## config.mk

```make
export PLATFORM = sky130hd
export DESIGN_NAME = interstage_skid_buffer
export DESIGN_NICKNAME = d
export VERILOG_FILES = /design/src/rtl/pipeline_pkg.sv /design/src/rtl/saturating_counter.sv /design/src/rtl/interstage_skid_buffer.sv
export SDC_FILE = /design/constraint.sdc
export NUM_CORES = 1
export LEC_CHECK = 0
export ABC_CLOCK_PERIOD_IN_PS = 6540
export CAP_MARGIN = 30
export CELL_PAD_IN_SITES_DETAIL_PLACEMENT = 1
export CELL_PAD_IN_SITES_GLOBAL_PLACEMENT = 1
export CORE_ASPECT_RATIO = 0.7
export CORE_UTILIZATION = 39
export CTS_CLUSTER_SIZE = 40
export DETAILED_ROUTE_END_ITERATION = 7
export GPL_TIMING_DRIVEN = 0
export PLACE_DENSITY_LB_ADDON = 0.1
export SLEW_MARGIN = 20
export SYNTH_ARGS = -nofsm -noshare
export SYNTH_HDL_FRONTEND = slang
export SYNTH_SLANG_ARGS = --single-unit
```

## constraint.sdc

```tcl
create_clock -name clock -period 6.54 [get_ports clock]
set_clock_uncertainty 0.2 [all_clocks]
set_input_delay 1.308 -clock clock [delete_from_list [all_inputs] [get_ports clock]]
set_output_delay 1.308 -clock clock [all_outputs]
set_load 0.01 [all_outputs]
```

## src/rtl/pipeline_pkg.sv

```systemverilog
// Shared pipeline definitions: per-stage payload layouts, widths, NOP encodings
// and the interstage buffer state encoding.
package pipeline_pkg;

   localparam int unsigned XLEN              = 32;
   localparam int unsigned REG_ADDR_WIDTH    = 5;
   localparam int unsigned ALU_OP_WIDTH      = 4;
   localparam int unsigned STALL_COUNT_WIDTH = 32;
   localparam int unsigned FLUSH_COUNT_WIDTH = 16;

   typedef struct packed {
      logic [XLEN-1:0] pc;
      logic [XLEN-1:0] instr;
   } if_id_t;

   typedef struct packed {
      logic [XLEN-1:0]           pc;
      logic [XLEN-1:0]           rs1_val;
      logic [XLEN-1:0]           rs2_val;
      logic [XLEN-1:0]           imm;
      logic [REG_ADDR_WIDTH-1:0] rd;
      logic [ALU_OP_WIDTH-1:0]   alu_op;
      logic                      mem_read;
      logic                      mem_write;
      logic                      reg_write;
   } id_ex_t;

   typedef struct packed {
      logic [XLEN-1:0]           alu_result;
      logic [XLEN-1:0]           store_data;
      logic [REG_ADDR_WIDTH-1:0] rd;
      logic                      mem_read;
      logic                      mem_write;
      logic                      reg_write;
   } ex_mem_t;

   typedef struct packed {
      logic [XLEN-1:0]           wb_data;
      logic [REG_ADDR_WIDTH-1:0] rd;
      logic                      reg_write;
   } mem_wb_t;

   localparam int unsigned IF_ID_WIDTH  = $bits(if_id_t);
   localparam int unsigned ID_EX_WIDTH  = $bits(id_ex_t);
   localparam int unsigned EX_MEM_WIDTH = $bits(ex_mem_t);
   localparam int unsigned MEM_WB_WIDTH = $bits(mem_wb_t);

   // IF/ID bubble carries "addi x0, x0, 0"; later stages are bubbles when no write/mem op is set.
   localparam logic [XLEN-1:0] NOP_INSTR = 32'h0000_0013;
   localparam if_id_t  IF_ID_NOP  = '{pc: '0, instr: NOP_INSTR};
   localparam id_ex_t  ID_EX_NOP  = '0;
   localparam ex_mem_t EX_MEM_NOP = '0;
   localparam mem_wb_t MEM_WB_NOP = '0;

   // Encoded as {skid_valid, main_valid}; 2'b10 is unreachable.
   typedef enum logic [1:0] {
      BUF_EMPTY = 2'b00,
      BUF_ONE   = 2'b01,
      BUF_TWO   = 2'b11
   } buf_state_t;

endpackage

```

## src/rtl/saturating_counter.sv

```systemverilog
// Event counter that sticks at all-ones instead of wrapping.
module saturating_counter #(
   parameter int unsigned WIDTH = 32
) (
   input  logic             clock,
   input  logic             reset,
   input  logic             en,
   output logic [WIDTH-1:0] count
);

   always_ff @(posedge clock or posedge reset) begin
      if (reset) begin
         count <= '0;
      end else if (en && (count != '1)) begin
         count <= count + WIDTH'(1);
      end
   end

endmodule

```

## src/rtl/interstage_skid_buffer.sv

```systemverilog
// Two-entry skid pipeline register with valid/ready handshake and synchronous flush.
// Define INTERSTAGE_BUFFER_STATS_EN to add stall_count/flush_count outputs.
module interstage_skid_buffer
   import pipeline_pkg::*;
#(
   parameter int unsigned            DATA_WIDTH = 64,
   parameter logic [DATA_WIDTH-1:0]  RESET_DATA = '0
) (
   input  logic                         clock,
   input  logic                         reset,
   input  logic                         flush,
   input  logic                         in_valid,
   output logic                         in_ready,
   input  logic [DATA_WIDTH-1:0]        in_data,
   output logic                         out_valid,
   input  logic                         out_ready,
   output logic [DATA_WIDTH-1:0]        out_data
`ifdef INTERSTAGE_BUFFER_STATS_EN
   ,
   output logic [STALL_COUNT_WIDTH-1:0] stall_count,
   output logic [FLUSH_COUNT_WIDTH-1:0] flush_count
`endif
);

   buf_state_t            state_q, state_nxt;
   logic [DATA_WIDTH-1:0] main_q, main_nxt;
   logic [DATA_WIDTH-1:0] skid_q, skid_nxt;
   logic                  in_ready_q;
   logic                  in_xfer_c;
   logic                  out_xfer_c;

   assign in_xfer_c  = in_valid && in_ready_q;
   assign out_xfer_c = state_q[0] && out_ready;

   // State and data registers; in_ready is precomputed from the next state.
   always_ff @(posedge clock or posedge reset) begin
      if (reset) begin
         state_q    <= BUF_EMPTY;
         main_q     <= RESET_DATA;
         skid_q     <= RESET_DATA;
         in_ready_q <= 1'b1;
      end else begin
         state_q    <= state_nxt;
         main_q     <= main_nxt;
         skid_q     <= skid_nxt;
         in_ready_q <= (state_nxt != BUF_TWO);
      end
   end

   // Next-state and data steering; flush wins over any concurrent transfer.
   always_comb begin
      state_nxt = state_q;
      main_nxt  = main_q;
      skid_nxt  = skid_q;
      if (flush) begin
         state_nxt = BUF_EMPTY;
         main_nxt  = RESET_DATA;
         skid_nxt  = RESET_DATA;
      end else begin
         case (state_q)
            BUF_EMPTY: begin
               if (in_xfer_c) begin
                  main_nxt  = in_data;
                  state_nxt = BUF_ONE;
               end
            end
            BUF_ONE: begin
               if (in_xfer_c && out_xfer_c) begin
                  main_nxt = in_data;
               end else if (out_xfer_c) begin
                  state_nxt = BUF_EMPTY;
               end else if (in_xfer_c) begin
                  skid_nxt  = in_data;
                  state_nxt = BUF_TWO;
               end
            end
            BUF_TWO: begin
               if (out_xfer_c) begin
                  main_nxt  = skid_q;
                  state_nxt = BUF_ONE;
               end
            end
            default: begin
               state_nxt = BUF_EMPTY;
            end
         endcase
      end
   end

   assign in_ready  = in_ready_q;
   assign out_valid = state_q[0];
   assign out_data  = main_q;

`ifdef INTERSTAGE_BUFFER_STATS_EN
   logic stall_evt_c;
   logic flush_evt_c;

   assign stall_evt_c = state_q[0] && !out_ready;
   assign flush_evt_c = flush && state_q[0];

   saturating_counter #(
      .WIDTH (STALL_COUNT_WIDTH)
   ) u_stall_count (
      .clock (clock),
      .reset (reset),
      .en    (stall_evt_c),
      .count (stall_count)
   );

   saturating_counter #(
      .WIDTH (FLUSH_COUNT_WIDTH)
   ) u_flush_count (
      .clock (clock),
      .reset (reset),
      .en    (flush_evt_c),
      .count (flush_count)
   );
`endif

endmodule

```

==> flow_summary.yaml, run 1 <==
place:
  place_congestion: 0.815
  post-place-cells: 864
  dp_hpwl_um: 13100
  place_area_um2: 7470
  io_buffers: 134
  dp_slack_ps: 3200
final_layout:
  area_delta_synth_final_pct: 38.8
  finalNetCount: 757
  final_common_cell: "clkdlybuf4s50_1"
  n_fill_cell: 1585
  final_cell_mix: "clkdlybuf4s50_1, dfrtp_1, nand2_1"
  postLayoutCoreUtil: 0.554
  design_area_um2: 8130
  diodes: 0
  stdcell_count: 896
  drive_gt1_frac: 0.131
logic_synthesis:
  ys_seq_area_frac: 0.560
  synthCells: 534
  ys_types: 24
  syn_area_um2: 5850
  ys_warn_count: 0
  synth.net_count: 603
  synth-seq-cells: 131
  syn_avg_cell_area_um2: 11.0
min_path:
  holdPathStages: 1
  hold_end: "skid_q[45]"
  hold_path_class: "reg2reg"
  hp-start: "skid_q[45]"
clock_tree:
  path_clk_slew_ps: 60
  postCtsHoldBufs: 0
  cts_sinks: 131
  clk_path_buf_depth: 2
  cts_buffers: 17
  cts_tree: "built"
  clkLatencyLatePin_ps: 410
  htree_levels: 4
  post_cts_buffers: 0
  post_cts_resized: 0
  root_buffer: "clkbuf_16"
outcome:
  status: "completed"
floorplanning:
  dieArea_um2: 15500
  rows: 37
  num_io_pins: 135
  die_w_um: 148
  chipHeight_um: 105
  core-area_um2: 14700
  start_util: 0.399
timing:
  slew_headroom: 0.531
  setup_slack_ps: 3500
  slew_viol_final: 0
  setup_viol: 0
  finalCritPeriodShare: 0.465
  hold_violations: 0
  max_freq_mhz: 329
  worstMarginPinSlew_ps: 704
  rsz0062_at_grt: "false"
  finalCriticalPeriod_ps: 3040
  whs_ps: 306
  finalSetupTns_ps: 0
worst_setup_path:
  reg2reg_to: "out_data[63]"
  worstSetupStartpointType: "flip-flop"
  r2r_setup_slack_ps: 4330
  cp_slowest_stage_delay_ps: 580
  cp.required_ps: 5030
  critical_path.n_buffers_inverters: 1
  ff2ff_path_depth: 4
  worstPathArrival_ps: 1530
  path_delay_family: "flip-flops"
  endpoint_kind: "output port"
  criticalPathCategory: "reg2out"
  path_max_fanout: 3
  r2r_start: "state_q[0]"
  path_cells: "clkdlybuf4s50_1"
  cp_slowest_cell: "dfstp_2"
power_and_ir_drop:
  cellPowerDensity_nw_per_um2: 280
  p_leak_nw: 3.50
  finalPower_mw: 2.27
  irDropWorstVdd_uv: 184
drt:
  firstDrtPassIters: 6
  wl_per_cell_um: 22.3
  drt_iter0_drc: 330
  vias: 5450
  ant_nets: 0
  totalWireLength_um: 20000
  route.detailed.drc: 0
  viasPerCell: 6.08
grt:
  grt_pass1_wl_um: 32200
  grt_pass1_vias: 5762
  gr-total-overflow: 0
  antenna_found_initial: 0
  grt_max_degree: 70
  grt_use_total: 0.270
flow_run:
  cap_violations: 0
==> per-layer routing <==
layer	GRT usage	up-vias	routed length, µm
li1	-	2396	-
met1	0.392	2794	9100
met2	0.406	228	9170
met5	0	-	0
met4	0.0832	0	338
met3	0.0509	32	1350
==> how the worst max path moves through the flow <==
stage                   from           end  slack [ps]  cells past startpoint
floorplan              reset   out_data[0]        1540                      1
global placement       reset    skid_q[17]        -410                      2
detailed placement  in_valid  out_data[63]        3200                      5
CTS                 in_ready      in_ready        3480                      1
global route        in_valid  out_data[63]        3430                      5
finish              in_ready      in_ready        3500                      1
==> state kept, by name, indices dropped and copies added (netlist names) <==
name,flops
in_ready,1
out_data,64
skid_q,64
state_q,2
==> Yosys cell counts <==
cell / instances / area (µm²)
and3_1: 1 / 6.26
nand2b_2: 1 / 8.76
buf_2: 43 / 215
a311oi_1: 54 / 473
nand3b_4: 1 / 20.0
o21ai_0: 1 / 5.00
buf_1: 1 / 3.75
nand2_1: 66 / 248
nand3_1: 64 / 320
a31oi_1: 64 / 400
dfrtp_1: 130 / 3250
inv_1: 2 / 7.51
and2_1: 1 / 6.26
a311oi_2: 10 / 150
a21o_1: 1 / 7.51
a22o_1: 64 / 561
clkbuf_1: 21 / 78.8
buf_4: 3 / 22.5
nor2_1: 1 / 3.75
a21oi_1: 1 / 5.00
dfstp_2: 1 / 26.3
o21ba_1: 1 / 10.0
nand2b_1: 1 / 6.26
nor3_4: 1 / 16.3
==> final cells by class <==
class	count	area (µm²)	share of cell area
multi-input combinational	333	2250	0.277
inverter	2	15.0	0.00185
buffer	68	320	0.0394
clock inverter	12	204	0.0251
sequential	131	3280	0.404
clock buffer	20	447	0.0550
tap	195	244	0.0300
timing repair buffer	135	1370	0.168
==> cell families after synthesis <==
kind of cell / count (synthesis) / synth area share
AO/OA/AOI/OAI: 196 / 0.275
AND/OR/NAND/NOR: 137 / 0.109
flip-flops: 131 / 0.560
buffers and inverters: 70 / 0.0560
==> power breakdown <==
group	leakage (nW)	internal (mW)	total, mW	switching, mW
clock network	0.307	0.689	1.06	0.373
logic	1.43	0.156	0.326	0.170
registers	1.76	0.856	0.886	0.0304
No activity file was read; power rests on OpenSTA's default activity.
==> run 2: changes to the inputs <==
Settings changed: ABC_CLOCK_PERIOD_IN_PS 6540 to 3100.
Clock period 6.54 ns to 3.1 ns, I/O delays scaled along.
==> flow_summary.yaml, run 2 (same netlist as run 1, synthesis figures left out) <==
timing:
  slew_viol_final: 0
  finalCriticalPeriod_ps: 2370
  finalCritPeriodShare: 0.766
  max_freq_mhz: 421
  finalSetupTns_ps: 0
  setup_slack_ps: 725
  slew_headroom: 0.524
  hold_violations: 0
  setup_viol: 0
  rsz0062_at_grt: "false"
  worstMarginPinSlew_ps: 714
final_layout:
  multiInputGateArea_um2: 2250
  diodes: 0
  finalNetCount: 760
  stdcell_count: 898
  design_area_um2: 8110
  final_common_cell: "clkdlybuf4s50_1"
  final_cell_mix: "clkdlybuf4s50_1, dfrtp_1, nand2_1"
  area_delta_synth_final_pct: 38.5
  drive_gt1_frac: 0.132
  regArea_um2: 3280
  n_fill_cell: 1566
grt:
  grt_pass1_vias: 5941
  antenna_found_initial: 0
  gr-total-overflow: 0
  grtUsageMet3: 0.0566
  grt_pass1_wl_um: 32900
  grt_use_total: 0.276
  use_met1: 0.389
  grt_util_met2: 0.423
  grt_max_degree: 35
  top_usage_layer: "met2"
worst_setup_path:
  endpoint_kind: "output port"
  cp_slowest_stage_delay_ps: 580
  cp_slowest_cell: "dfstp_2"
  worstSetupStartpointType: "flip-flop"
  critical_path.n_buffers_inverters: 1
  cp.required_ps: 2280
  path_delay_family: "flip-flops"
  path_cells: "clkdlybuf4s50_1"
  worstPathArrival_ps: 1550
  path_max_fanout: 3
  criticalPathCategory: "reg2out"
clock_tree:
  post_cts_buffers: 0
  htree_levels: 4
  cts_tree: "built"
  root_buffer: "clkbuf_16"
  postCtsHoldBufs: 0
  cts_buffers: 17
  post_cts_resized: 0
  clkLatencyLatePin_ps: 420
  cts_sinks: 131
  path_clk_slew_ps: 60
  clk_path_buf_depth: 2
power_and_ir_drop:
  cellPowerDensity_nw_per_um2: 568
  irDropWorstVdd_uv: 410
  p_sw_mw: 1.19
  p_int_mw: 3.42
  p_clk_frac: 0.442
  pwr-share-comb: 0.152
  p_sw_frac: 0.258
  seqPwrFrac: 0.406
  p_leak_nw: 3.50
place:
  post-place-cells: 867
  place_area_um2: 7520
  place_congestion: 0.815
  io_buffers: 134
  dp_slack_ps: 432
  dp_hpwl_um: 13700
drt:
  ant_nets: 0
  totalWireLength_um: 20400
  route.detailed.drc: 0
  wl_per_cell_um: 22.7
  vias: 5429
  drt_iter0_drc: 366
  viasPerCell: 6.05
  firstDrtPassIters: 4
outcome:
  status: "completed"
floorplanning:
  core-area_um2: 14700
  die_w_um: 148
  chipHeight_um: 105
  start_util: 0.399
  num_io_pins: 135
  rows: 37
  dieArea_um2: 15500
flow_run:
  cap_violations: 0
min_path:
  hold_path_class: "reg2reg"
==> run 2: worst paths after layout <==
check	startpoint	endpoint	slack, ps	depth (start not counted)
setup / recovery	in_ready	in_ready	730	1
hold / removal	skid_q[2]	skid_q[2]	300	1
setup reg to reg	state_q[0]	out_data[63]	1020	4
hold reg to reg	skid_q[2]	skid_q[2]	300	1
max in group asynchronous	reset	skid_q[5]	1600	5
min in group asynchronous	reset	skid_q[49]	380	3
==> run 2: per-stage QoR <==
step / total power [mW] / utilization / hold slack, ps
final: 4.60 / 0.552 / 302
after global routing: 4.75 / 0.552 / 322
after CTS: 4.63 / 0.552 / 309
after detailed placement: 2.59 / 0.513 / 291
after global placement: 2.56 / 0.507 / 287
after floorplan: 2.20 / - / 273
==> run 2: layer usage <==
metal | vias up | part of all wire
li1 | 2400 | -
met2 | 170 | 0.47
met1 | 2833 | 0.47
met5 | - | 0
met4 | 0 | 0.014
met3 | 26 | 0.049
==> run 2: area by class of cell <==
type                    count  area share
repair buffers            138       0.175
inverters                   2     0.00139
flip-flops and latches    131       0.404
multi-input cells         333       0.277
clock buffers              21      0.0556
well taps                 195      0.0301
plain buffers              68      0.0395
clock inverters            10      0.0165
==> run 2: power groups by stage <==
| stage | Combinational (mW) | Sequential [mW] | Clock, mW |
|---|---|---|---|
| floorplan | 0.285 | 1.92 | 0 |
| finish | 0.701 | 1.87 | 2.03 |
| detailed placement | 0.696 | 1.90 | 0 |
| CTS | 0.701 | 1.87 | 2.06 |
| global route | 0.749 | 1.88 | 2.12 |
| global placement | 0.662 | 1.89 | 0 |
